### config.mk
export PLATFORM = sky130hd
export DESIGN_NAME = hdmi_timing_gen
export DESIGN_NICKNAME = d
export VERILOG_FILES = /design/src/rtl/hdmi_timing_gen_pkg.sv /design/src/rtl/hdmi_timing_gen_scale_counter.sv /design/src/rtl/hdmi_timing_gen.sv
export SDC_FILE = /design/constraint.sdc
export NUM_CORES = 1
export LEC_CHECK = 0
export CAP_MARGIN = 20
export CORE_UTILIZATION = 55
export CTS_CLUSTER_DIAMETER = 120
export DETAILED_ROUTE_END_ITERATION = 10
export GPL_TIMING_DRIVEN = 0
export PLACE_DENSITY = 0.84
export SYNTH_ARGS = -nofsm -noshare
export SYNTH_HDL_FRONTEND = slang
export SYNTH_HIERARCHICAL = 1
export SYNTH_SLANG_ARGS = --single-unit
### constraint.sdc
create_clock -name clk -period 10.4 [get_ports clk]
set_input_delay 2.08 -clock clk [delete_from_list [all_inputs] [get_ports clk]]
set_output_delay 2.08 -clock clk [all_outputs]
set_load 0.03 [all_outputs]
### src/rtl/hdmi_timing_gen_pkg.sv
// Shared timing constants for the HDMI output path: CEA-861 raster per RES define,
// GBA source geometry, derived window size/offsets, and the registered output bundle.
package hdmi_timing_gen_pkg;

`ifdef RES_720P
    localparam int FRAMEWIDTH  = 1280;
    localparam int FRAMEHEIGHT = 720;
    localparam int HFRONTPORCH = 110;
    localparam int HSYNCLEN    = 40;
    localparam int HBACKPORCH  = 220;
    localparam int VFRONTPORCH = 5;
    localparam int VSYNCLEN    = 5;
    localparam int VBACKPORCH  = 20;
    localparam int maxScaleCnt = 3;
`else
    localparam int FRAMEWIDTH  = 1920;
    localparam int FRAMEHEIGHT = 1080;
    localparam int HFRONTPORCH = 88;
    localparam int HSYNCLEN    = 44;
    localparam int HBACKPORCH  = 148;
    localparam int VFRONTPORCH = 4;
    localparam int VSYNCLEN    = 5;
    localparam int VBACKPORCH  = 36;
    localparam int maxScaleCnt = 5;
`endif

    localparam int widthMax  = FRAMEWIDTH + HFRONTPORCH + HSYNCLEN + HBACKPORCH;
    localparam int heightMax = FRAMEHEIGHT + VFRONTPORCH + VSYNCLEN + VBACKPORCH;

    localparam int GBA_WIDTH  = 240;
    localparam int GBA_HEIGHT = 160;

    localparam int GBA_WIN_W = GBA_WIDTH * (maxScaleCnt + 1);
    localparam int GBA_WIN_H = GBA_HEIGHT * (maxScaleCnt + 1);
    localparam int GBA_OFF_X = (FRAMEWIDTH - GBA_WIN_W) / 2;
    localparam int GBA_OFF_Y = (FRAMEHEIGHT - GBA_WIN_H) / 2;

    typedef struct packed {
        logic       h_sync;
        logic       v_sync;
        logic       de;
        logic       gba_win;
        logic [7:0] gba_x;
        logic [7:0] gba_y;
        logic       line_req;
        logic [7:0] line_req_y;
        logic       frame_start;
    } timing_out_t;

    // Centring offset of a window inside the active area.
    function automatic int win_offset(input int active, input int win);
        return (active - win) / 2;
    endfunction

endpackage

### src/rtl/hdmi_timing_gen_scale_counter.sv
// Two-level wrap counter: a sub-pixel counter 0..SCALE_MAX whose wrap steps a GBA coordinate.
// Outputs reflect the clear immediately, so the cleared position itself already reads 0.
module scaleCounter
    import hdmi_timing_gen_pkg::*;
#(
    parameter int SCALE_MAX = maxScaleCnt
) (
    input  logic       clk,
    input  logic       rst,
    input  logic       clr,
    input  logic       en,
    output logic [2:0] sub,
    output logic [7:0] coord,
    output logic       carry
);

    localparam logic [2:0] SUB_LAST = 3'(SCALE_MAX);

    logic [2:0] sub_q, sub_d;
    logic [7:0] coord_q, coord_d;

    always_comb begin
        sub     = clr ? 3'd0 : sub_q;
        coord   = clr ? 8'd0 : coord_q;
        carry   = (sub == SUB_LAST);
        sub_d   = sub;
        coord_d = coord;
        if (en) begin
            if (carry) begin
                sub_d   = 3'd0;
                coord_d = coord + 8'd1;
            end else begin
                sub_d = sub + 3'd1;
            end
        end
    end

    always_ff @(posedge clk) begin
        if (rst) begin
            sub_q   <= 3'd0;
            coord_q <= 8'd0;
        end else begin
            sub_q   <= sub_d;
            coord_q <= coord_d;
        end
    end

endmodule

### src/rtl/hdmi_timing_gen.sv
// Pixel-clock raster generator: CEA-861 sync/de, centred integer-scaled GBA window with
// source coordinates, and a one-line-ahead line request for the scaler's line buffer.
module hdmi_timing_gen
    import hdmi_timing_gen_pkg::*;
#(
    parameter int H_TOTAL   = widthMax,
    parameter int V_TOTAL   = heightMax,
    parameter int H_ACTIVE  = FRAMEWIDTH,
    parameter int V_ACTIVE  = FRAMEHEIGHT,
    parameter int SCALE_MAX = maxScaleCnt,
    parameter int H_FP      = HFRONTPORCH,
    parameter int H_SYNC    = HSYNCLEN,
    parameter int H_BP      = HBACKPORCH,
    parameter int V_FP      = VFRONTPORCH,
    parameter int V_SYNC    = VSYNCLEN,
    parameter int V_BP      = VBACKPORCH
) (
    input  logic       clk,
    input  logic       rst,
    output logic       hSync,
    output logic       vSync,
    output logic       de,
    output logic       gbaWin,
    output logic [7:0] gbaX,
    output logic [7:0] gbaY,
    output logic       lineReq,
    output logic [7:0] lineReqY,
    output logic       frameStart
);

    localparam int FACTOR = SCALE_MAX + 1;
    localparam int WIN_W  = GBA_WIDTH * FACTOR;
    localparam int WIN_H  = GBA_HEIGHT * FACTOR;
    localparam int OFF_X  = win_offset(H_ACTIVE, WIN_W);
    localparam int OFF_Y  = win_offset(V_ACTIVE, WIN_H);

    // The period never gets shorter than the porch/sync layout it has to contain.
    localparam int H_SUM = H_ACTIVE + H_FP + H_SYNC + H_BP;
    localparam int V_SUM = V_ACTIVE + V_FP + V_SYNC + V_BP;

    localparam logic [11:0] H_LAST   = 12'(((H_SUM > H_TOTAL) ? H_SUM : H_TOTAL) - 1);
    localparam logic [11:0] V_LAST   = 12'(((V_SUM > V_TOTAL) ? V_SUM : V_TOTAL) - 1);
    localparam logic [11:0] H_ACT    = 12'(H_ACTIVE);
    localparam logic [11:0] V_ACT    = 12'(V_ACTIVE);
    localparam logic [11:0] HS_START = 12'(H_ACTIVE + H_FP);
    localparam logic [11:0] HS_END   = 12'(H_ACTIVE + H_FP + H_SYNC);
    localparam logic [11:0] VS_START = 12'(V_ACTIVE + V_FP);
    localparam logic [11:0] VS_END   = 12'(V_ACTIVE + V_FP + V_SYNC);
    localparam logic [11:0] WX_START = 12'(OFF_X);
    localparam logic [11:0] WX_END   = 12'(OFF_X + WIN_W);
    localparam logic [11:0] WY_START = 12'(OFF_Y);
    localparam logic [11:0] WY_END   = 12'(OFF_Y + WIN_H);
    localparam logic [7:0]  GBA_Y_LAST = 8'(GBA_HEIGHT - 1);

    logic [11:0] h_cnt_q, h_cnt_d;
    logic [11:0] v_cnt_q, v_cnt_d;
    logic [11:0] nv;
    logic        h_wrap, in_win_x, in_win_y, sy_clr, sy_en;
    logic [2:0]  sx_sub_unused, sy_sub_unused;
    logic        sx_carry_unused, sy_carry;
    logic [7:0]  gba_x_cnt, gba_y_cnt, req_y;
    logic        req_row0, req_next, line_req;
    timing_out_t out_d, out_q;

    always_comb begin
        h_wrap  = (h_cnt_q == H_LAST);
        h_cnt_d = h_wrap ? 12'd0 : h_cnt_q + 12'd1;
        v_cnt_d = v_cnt_q;
        if (h_wrap) begin
            v_cnt_d = (v_cnt_q == V_LAST) ? 12'd0 : v_cnt_q + 12'd1;
        end
        nv       = (v_cnt_q == V_LAST) ? 12'd0 : v_cnt_q + 12'd1;
        in_win_x = (h_cnt_q >= WX_START) && (h_cnt_q < WX_END);
        in_win_y = (v_cnt_q >= WY_START) && (v_cnt_q < WY_END);
        sy_clr   = (v_cnt_q == WY_START) && (h_cnt_q == 12'd0);
        sy_en    = h_wrap && in_win_y;
    end

    scaleCounter #(
        .SCALE_MAX(SCALE_MAX)
    ) u_sx (
        .clk  (clk),
        .rst  (rst),
        .clr  (h_cnt_q == WX_START),
        .en   (in_win_x),
        .sub  (sx_sub_unused),
        .coord(gba_x_cnt),
        .carry(sx_carry_unused)
    );

    scaleCounter #(
        .SCALE_MAX(SCALE_MAX)
    ) u_sy (
        .clk  (clk),
        .rst  (rst),
        .clr  (sy_clr),
        .en   (sy_en),
        .sub  (sy_sub_unused),
        .coord(gba_y_cnt),
        .carry(sy_carry)
    );

    // The next line starts a new GBA row either at the window top or when sy is about to wrap.
    always_comb begin
        req_row0 = (nv == WY_START);
        req_next = in_win_y && sy_carry && (gba_y_cnt != GBA_Y_LAST);
        line_req = (h_cnt_q == H_ACT) && (req_row0 || req_next);
        req_y    = req_row0 ? 8'd0 : gba_y_cnt + 8'd1;

        out_d             = '0;
        out_d.h_sync      = (h_cnt_q >= HS_START) && (h_cnt_q < HS_END);
        out_d.v_sync      = (v_cnt_q >= VS_START) && (v_cnt_q < VS_END);
        out_d.de          = (h_cnt_q < H_ACT) && (v_cnt_q < V_ACT);
        out_d.gba_win     = in_win_x && in_win_y;
        out_d.gba_x       = (in_win_x && in_win_y) ? gba_x_cnt : 8'd0;
        out_d.gba_y       = (in_win_x && in_win_y) ? gba_y_cnt : 8'd0;
        out_d.line_req    = line_req;
        out_d.line_req_y  = line_req ? req_y : out_q.line_req_y;
        out_d.frame_start = (h_cnt_q == 12'd0) && (v_cnt_q == 12'd0);
    end

    always_ff @(posedge clk) begin
        if (rst) begin
            h_cnt_q <= 12'd0;
            v_cnt_q <= 12'd0;
            out_q   <= '0;
        end else begin
            h_cnt_q <= h_cnt_d;
            v_cnt_q <= v_cnt_d;
            out_q   <= out_d;
        end
    end

    assign hSync      = out_q.h_sync;
    assign vSync      = out_q.v_sync;
    assign de         = out_q.de;
    assign gbaWin     = out_q.gba_win;
    assign gbaX       = out_q.gba_x;
    assign gbaY       = out_q.gba_y;
    assign lineReq    = out_q.line_req;
    assign lineReqY   = out_q.line_req_y;
    assign frameStart = out_q.frame_start;

endmodule

Yosys cells after proc, flatten, opt, wreduce, memory -nomap -nowiden

Cells that the tools add are included.

Add/subtract/negate cells: 6
Magnitude comparators: 10
Eq/ne operators: 9
Multiplexer cells: 14
Bitwise gates (word level): 1
Reductions and logical operators: 17

Operators with widths:

| cell                  | count |
|---|---|
| $mux 8                | 7 |
| $lt 12x11->1 const B  | 4 |
| $add 12x1->12 const B | 2 |
| $eq 12x11->1 const B  | 2 |
| $eq 12x6->1 const B   | 2 |
| $ge 12x11->1 const B  | 2 |
| $logic_not 12->1      | 2 |
| $mux 3                | 6 |
| $add 8x1->8 const B   | 2 |
| $eq 12x12->1 const B  | 1 |
| $eq 12x8->1 const B   | 1 |
| $ge 12x6->1 const B   | 1 |
| $ge 12x8->1 const B   | 1 |
| $logic_and 1x1->1     | 12 |
| $lt 12x10->1 const B  | 1 |
| $lt 12x12->1 const B  | 1 |
| $mux 12               | 1 |
| $ne 8x8->1 const B    | 1 |
| $add 3x1->3 const B   | 2 |
| $eq 3x3->1 const B    | 2 |
| $reduce_or 2->1       | 2 |
| $logic_or 1x1->1      | 1 |
| $not 1->1             | 1 |

Bits in registers: 76
Input port bits: 2
Output and inout bits: 30
Logic and storage cells: 72

Longest topological paths before layout

Word-level depth: 8
Gate-level depth with buffers: 17
Depth with buffers taken out: 14

Modules after synthesis

The synthesis kept the hierarchy.

Modules (own cells, without submodules):

| module          | instances | cells an instance | area each (µm²) | seq. area each (µm²) |
|---|---|---|---|---|
| hdmi_timing_gen | 1         | 284               | 2543.7          | 1081.0 |
| scaleCounter    | 2         | 78                | 633.1           | 220.2 |

Worst setup path before layout

No wires, ideal clock.

Path kind: register -> register
From: register h_cnt_q[0]
To: register out_q, in the netlist lineReqY[5]
Library setup time: 79 ps
Data arrival time: 3618 ps
Data required time: 10321 ps
Path slack: 6703 ps
Stages on the path, launching flop included: 18
Path buffers: 3
Clock period less this slack: 3697 ps
Path through: dfxtp_1 > inv_1 > ha_1 > or3b_1 > nor2_1 > nand2_1 > or4_1 > nor4_1 > buf_2 > nor2b_1 > ha_1 > nor4bb_1 > a21boi_0 > and4b_1 > buf_6 > buf_6 > nor2_1 > a211oi_2

Elaborated cells on any way between the ends: 13
Classes of those cells: add/sub: 1; eq/ne: 3; mux: 3; reduce/logical: 6

RTL lines:

| item                                                | RTL line                            | source |
|---|---|---|
| from (decl)                                         | hdmi_timing_gen.sv:55               | `logic [11:0] h_cnt_q, h_cnt_d;` |
| from (signal assigned)                              | hdmi_timing_gen.sv:128              | `h_cnt_q <= h_cnt_d;` |
| $logic_not 12->1 *                                  | hdmi_timing_gen.sv:75               | `sy_clr = (v_cnt_q == WY_START) && (h_cnt_q == 12'd0);` |
| $logic_and 1x1->1 *                                 | hdmi_timing_gen.sv:75               |  |
| net sy_clr                                          | hdmi_timing_gen.sv:58               | `logic h_wrap, in_win_x, in_win_y, sy_clr, sy_en;` |
| $mux 8 *                                            | hdmi_timing_gen_scale_counter.sv:24 | `coord = clr ? 8'd0 : coord_q;` |
| net gba_y_cnt[0]                                    | hdmi_timing_gen.sv:61               | `logic [7:0] gba_x_cnt, gba_y_cnt, req_y;` |
| branches (longest 4 deep; another with $add 8x1->8) | n/a                                 |  |
| to (signal assigned)                                | hdmi_timing_gen.sv:130              | `out_q <= out_d;` |
| to (decl)                                           | hdmi_timing_gen.sv:63               | `timing_out_t out_d, out_q;` |

Mark *: on every way through the listed nets, which the timed path passes.
A chain may end at the register's enable or synchronous reset.

Worst setup path after layout

From: register h_cnt_q[0]
To: register out_q, in the netlist lineReqY[6]

Same word-level chain as after synthesis.

==> summary.md <==
| Metric | Value |
|---|---|
| Outcome | complete, no violations |
| Worst-margin pin slew | roughly 0.96 ns |
| Length of the first detailed-routing pass in iterations | 5 |
| Aggregate global routing overflow | 0 |
| Finish-stage setup viols | 0 |
| Initial antenna violation count | 0 |
| Die Footprint | 0.007227 mm2 |
| Maximum ir drop on the vdd rail | between 0.07 and 0.08 mV |
| Family with the most delay on the worst path | simple AND/OR/NAND/NOR gates |
| Number of core rows | 29 |
| Max Root-Sink Buffers | 2 |
| Initial standard-cell utilization of the core | 58.35% |
| Setup clock skew after layout | between 0.01 and 0.015 ns |
| Global placer's final weighted congestion | 0.9323 |
| Worst min-delay path category | flip-flop to flip-flop |
| CTS sink cnt | between 70 and 80 |
| Register area | 0.001521 mm2 |
| Worst path required time | roughly 11 ns |
| DRT antenna net count | 0 |
| Power per cell area | roughly 120 mW/mm2 |
| Skew-Pair Late Insertion Delay | ~0.36 ns |
| Worst-case register-to-register setup slack | between 5 and 6 ns |
| Endpoint of the worst setup timing path | lineReqY[6] |
| CTS tree | yes |
| Height of the chip | 85.01 um |
| Combined buffer and inverter count along the critical path | 4 |
| Warnings, synthesis | 6 |
| Ports placed on the boundary | 32 |
| Vias/cell | around 6 |
| Synthesized area per cell | around 8.7 um2 |
| Final hold vios | 0 |
| Number of diodes | 0 |
| Final Critical Period | around 4.5 ns |
| DIE WIDTH | 85.01 um |
| # DRC | 0 |
| Summed instance area of the synthesized netlist | 0.003790 mm2 |
| Pin count of the biggest net entering global routing | 15 |
| First DRT Iteration DRCs | approximately 170 |
| Ordered list of cells on the worst path | inv_1, ha_1, or3b_1, nor2_1, nand2_1, or4_1, nor4_1, buf_2, nor2b_1, ha_1, nor4bb_1, a21boi_0, and4b_1, buf_6, buf_6, nor2_1, a211oi_2 |
| Static Leakage | around 1.6 nW |
| Capture instance of the worst register-to-register path | lineReqY[6] |
| All-layer global routing usage | 24.63% |
| Number of global-route vias before repair | 3227 |
| Final core utilization | 67.56% |
| Depth of the worst register-to-register path | 17 |
| Number of buffers added for setup after CTS | 0 |
| Wirelength per Cell | 14.79 um |
| Clock transition at the registers of the reported paths | around 0.090 ns |
| # hold bufs at CTS | 0 |
| Final Slew Violations | 0 |
| Crit path max-delay cell type | nor4_1 |
| Global-route wire length before repair | 14300 um |
| Layout-stage area growth over the synthesis result | 15.78% |
| Number of buffers added by the clock tree synthesis step | 9 |
| Filler Cells Inserted | just under 500 |
| Launch point of the critical path | h_cnt_q[0] |
| Number of max-cap violations | 0 |
| Overall power | between 0.0005 and 0.0006 W |
| DP Wirelength | slightly below 6000 um |
| Library cell used as clock root buffer | clkbuf_8 |
| Instance count of the mapped netlist | about 440 |
| Nets | between 400 and 500 |
| Vias after detailed routing | roughly 3300 |
| Core Footprint | between 0.006 and 0.007 mm2 |
| Post-Route Setup TNS | 0 ns |
| Crit path largest cell delay | just over 0.8 ns |
| Type of element launching the critical path | flip-flop |
| Multi-input logic area | between 0.002 and 0.0025 mm2 |
| Kind of end point of the critical path | flip-flop |
| Share of layout cells above drive strength 1 | between 10% and 20% |
| Maximum fanout along the worst path | 10 |
| PortBufs | 31 |
| Crit Reg-Reg Startpoint | h_cnt_q[0] |
| H-Tree Level Count | 3 |
| Kind of critical path | flip-flop to flip-flop |
| Unrepaired setup endpoints after global routing | false |
| Resized cells post-CTS | 0 |
| Synthesized Nets | approximately 450 |
| Maximum clock frequency | 222.7 MHz |
| Post-Route WL | 8280 um |
| Crit path DAT | 4.77 ns |
| Final clock period utilization by the worst path | 43.17% |
| Worst slew slack as a fraction of its limit | a little over a third |
| CP Depth | 17 |
[where the power goes]
group           total, W  internal (W)  switching [W]
Clock           0.000222      0.000111       0.000111
Combinational  0.0000143    0.00000491     0.00000934
Sequential      0.000293      0.000292     0.00000113
Total           0.000530      0.000408       0.000122
[through the flow]
stage               hold WS (ns)  instances  setup WS [ns]  cell area, um2
detailed placement        0.4633        544          6.053            4197
global route              0.4998        560          5.603            4388
global placement          0.4418        544          6.151            4197
CTS                       0.4827        560          5.981            4388
finish                    0.4787        560          5.910            4388
floorplan                 0.4300        436          6.715            3790
[final cells by class]
type / count / share of cell area, %
buffer: 30 / 3.764
clock buffer: 10 / 2.908
clock inverter: 6 / 1.454
inverter: 18 / 1.540
multi-input combinational: 312 / 46.39
sequential: 76 / 34.67
tap: 77 / 2.196
timing repair buffer: 31 / 7.072
[per-layer routing]
layer  vias up  part of all wire [%]  GRT usage, %
li1       1619                     -             -
met1      1599                    44         28.97
met2       113                    49         43.11
met3        18                   4.9         3.696
met4         0                   2.6         13.41
met5         -                     0             0
[worst min path at each step]
stage                          start          to  cells past startpoint
final                     h_cnt_q[0]  h_cnt_q[0]                      1
after global routing      h_cnt_q[0]  h_cnt_q[0]                      1
after CTS                 h_cnt_q[0]  h_cnt_q[0]                      1
after detailed placement  h_cnt_q[0]  h_cnt_q[0]                      1
after global placement    h_cnt_q[0]  h_cnt_q[0]                      1
after floorplan           h_cnt_q[0]  h_cnt_q[0]                      1
[state kept, by name, summed over array words and instances (netlist names)]
register      flops
h_cnt_q          12
v_cnt_q          12
gbaX              8
gbaY              8
lineReqY          8
u_sx/coord_q      8
u_sy/coord_q      8
u_sx/sub_q        3
u_sy/sub_q        3
de                1
frameStart        1
gbaWin            1
hSync             1
lineReq           1
vSync             1
[cell usage in the layout (no fill, tap or decap), types with 8 or more instances in the layout]
| cell | instances |
|---|---|
| a21oi_1 | 21 |
| and3_1 | 19 |
| buf_2 | 9 |
| clkbuf_1 | 14 |
| clkbuf_8 | 9 |
| clkdlybuf4s50_1 | 31 |
| dfxtp_1 | 76 |
| ha_1 | 8 |
| inv_1 | 16 |
| nand2_1 | 28 |
| nand2b_1 | 10 |
| nand3_1 | 15 |
| nand4_1 | 13 |
| nor2_1 | 50 |
| nor2b_1 | 16 |
| nor3_1 | 12 |
| nor4_1 | 13 |
| or3_1 | 9 |
| xnor2_1 | 15 |
| xor2_1 | 10 |
No activity file was read; power rests on OpenSTA's default activity.
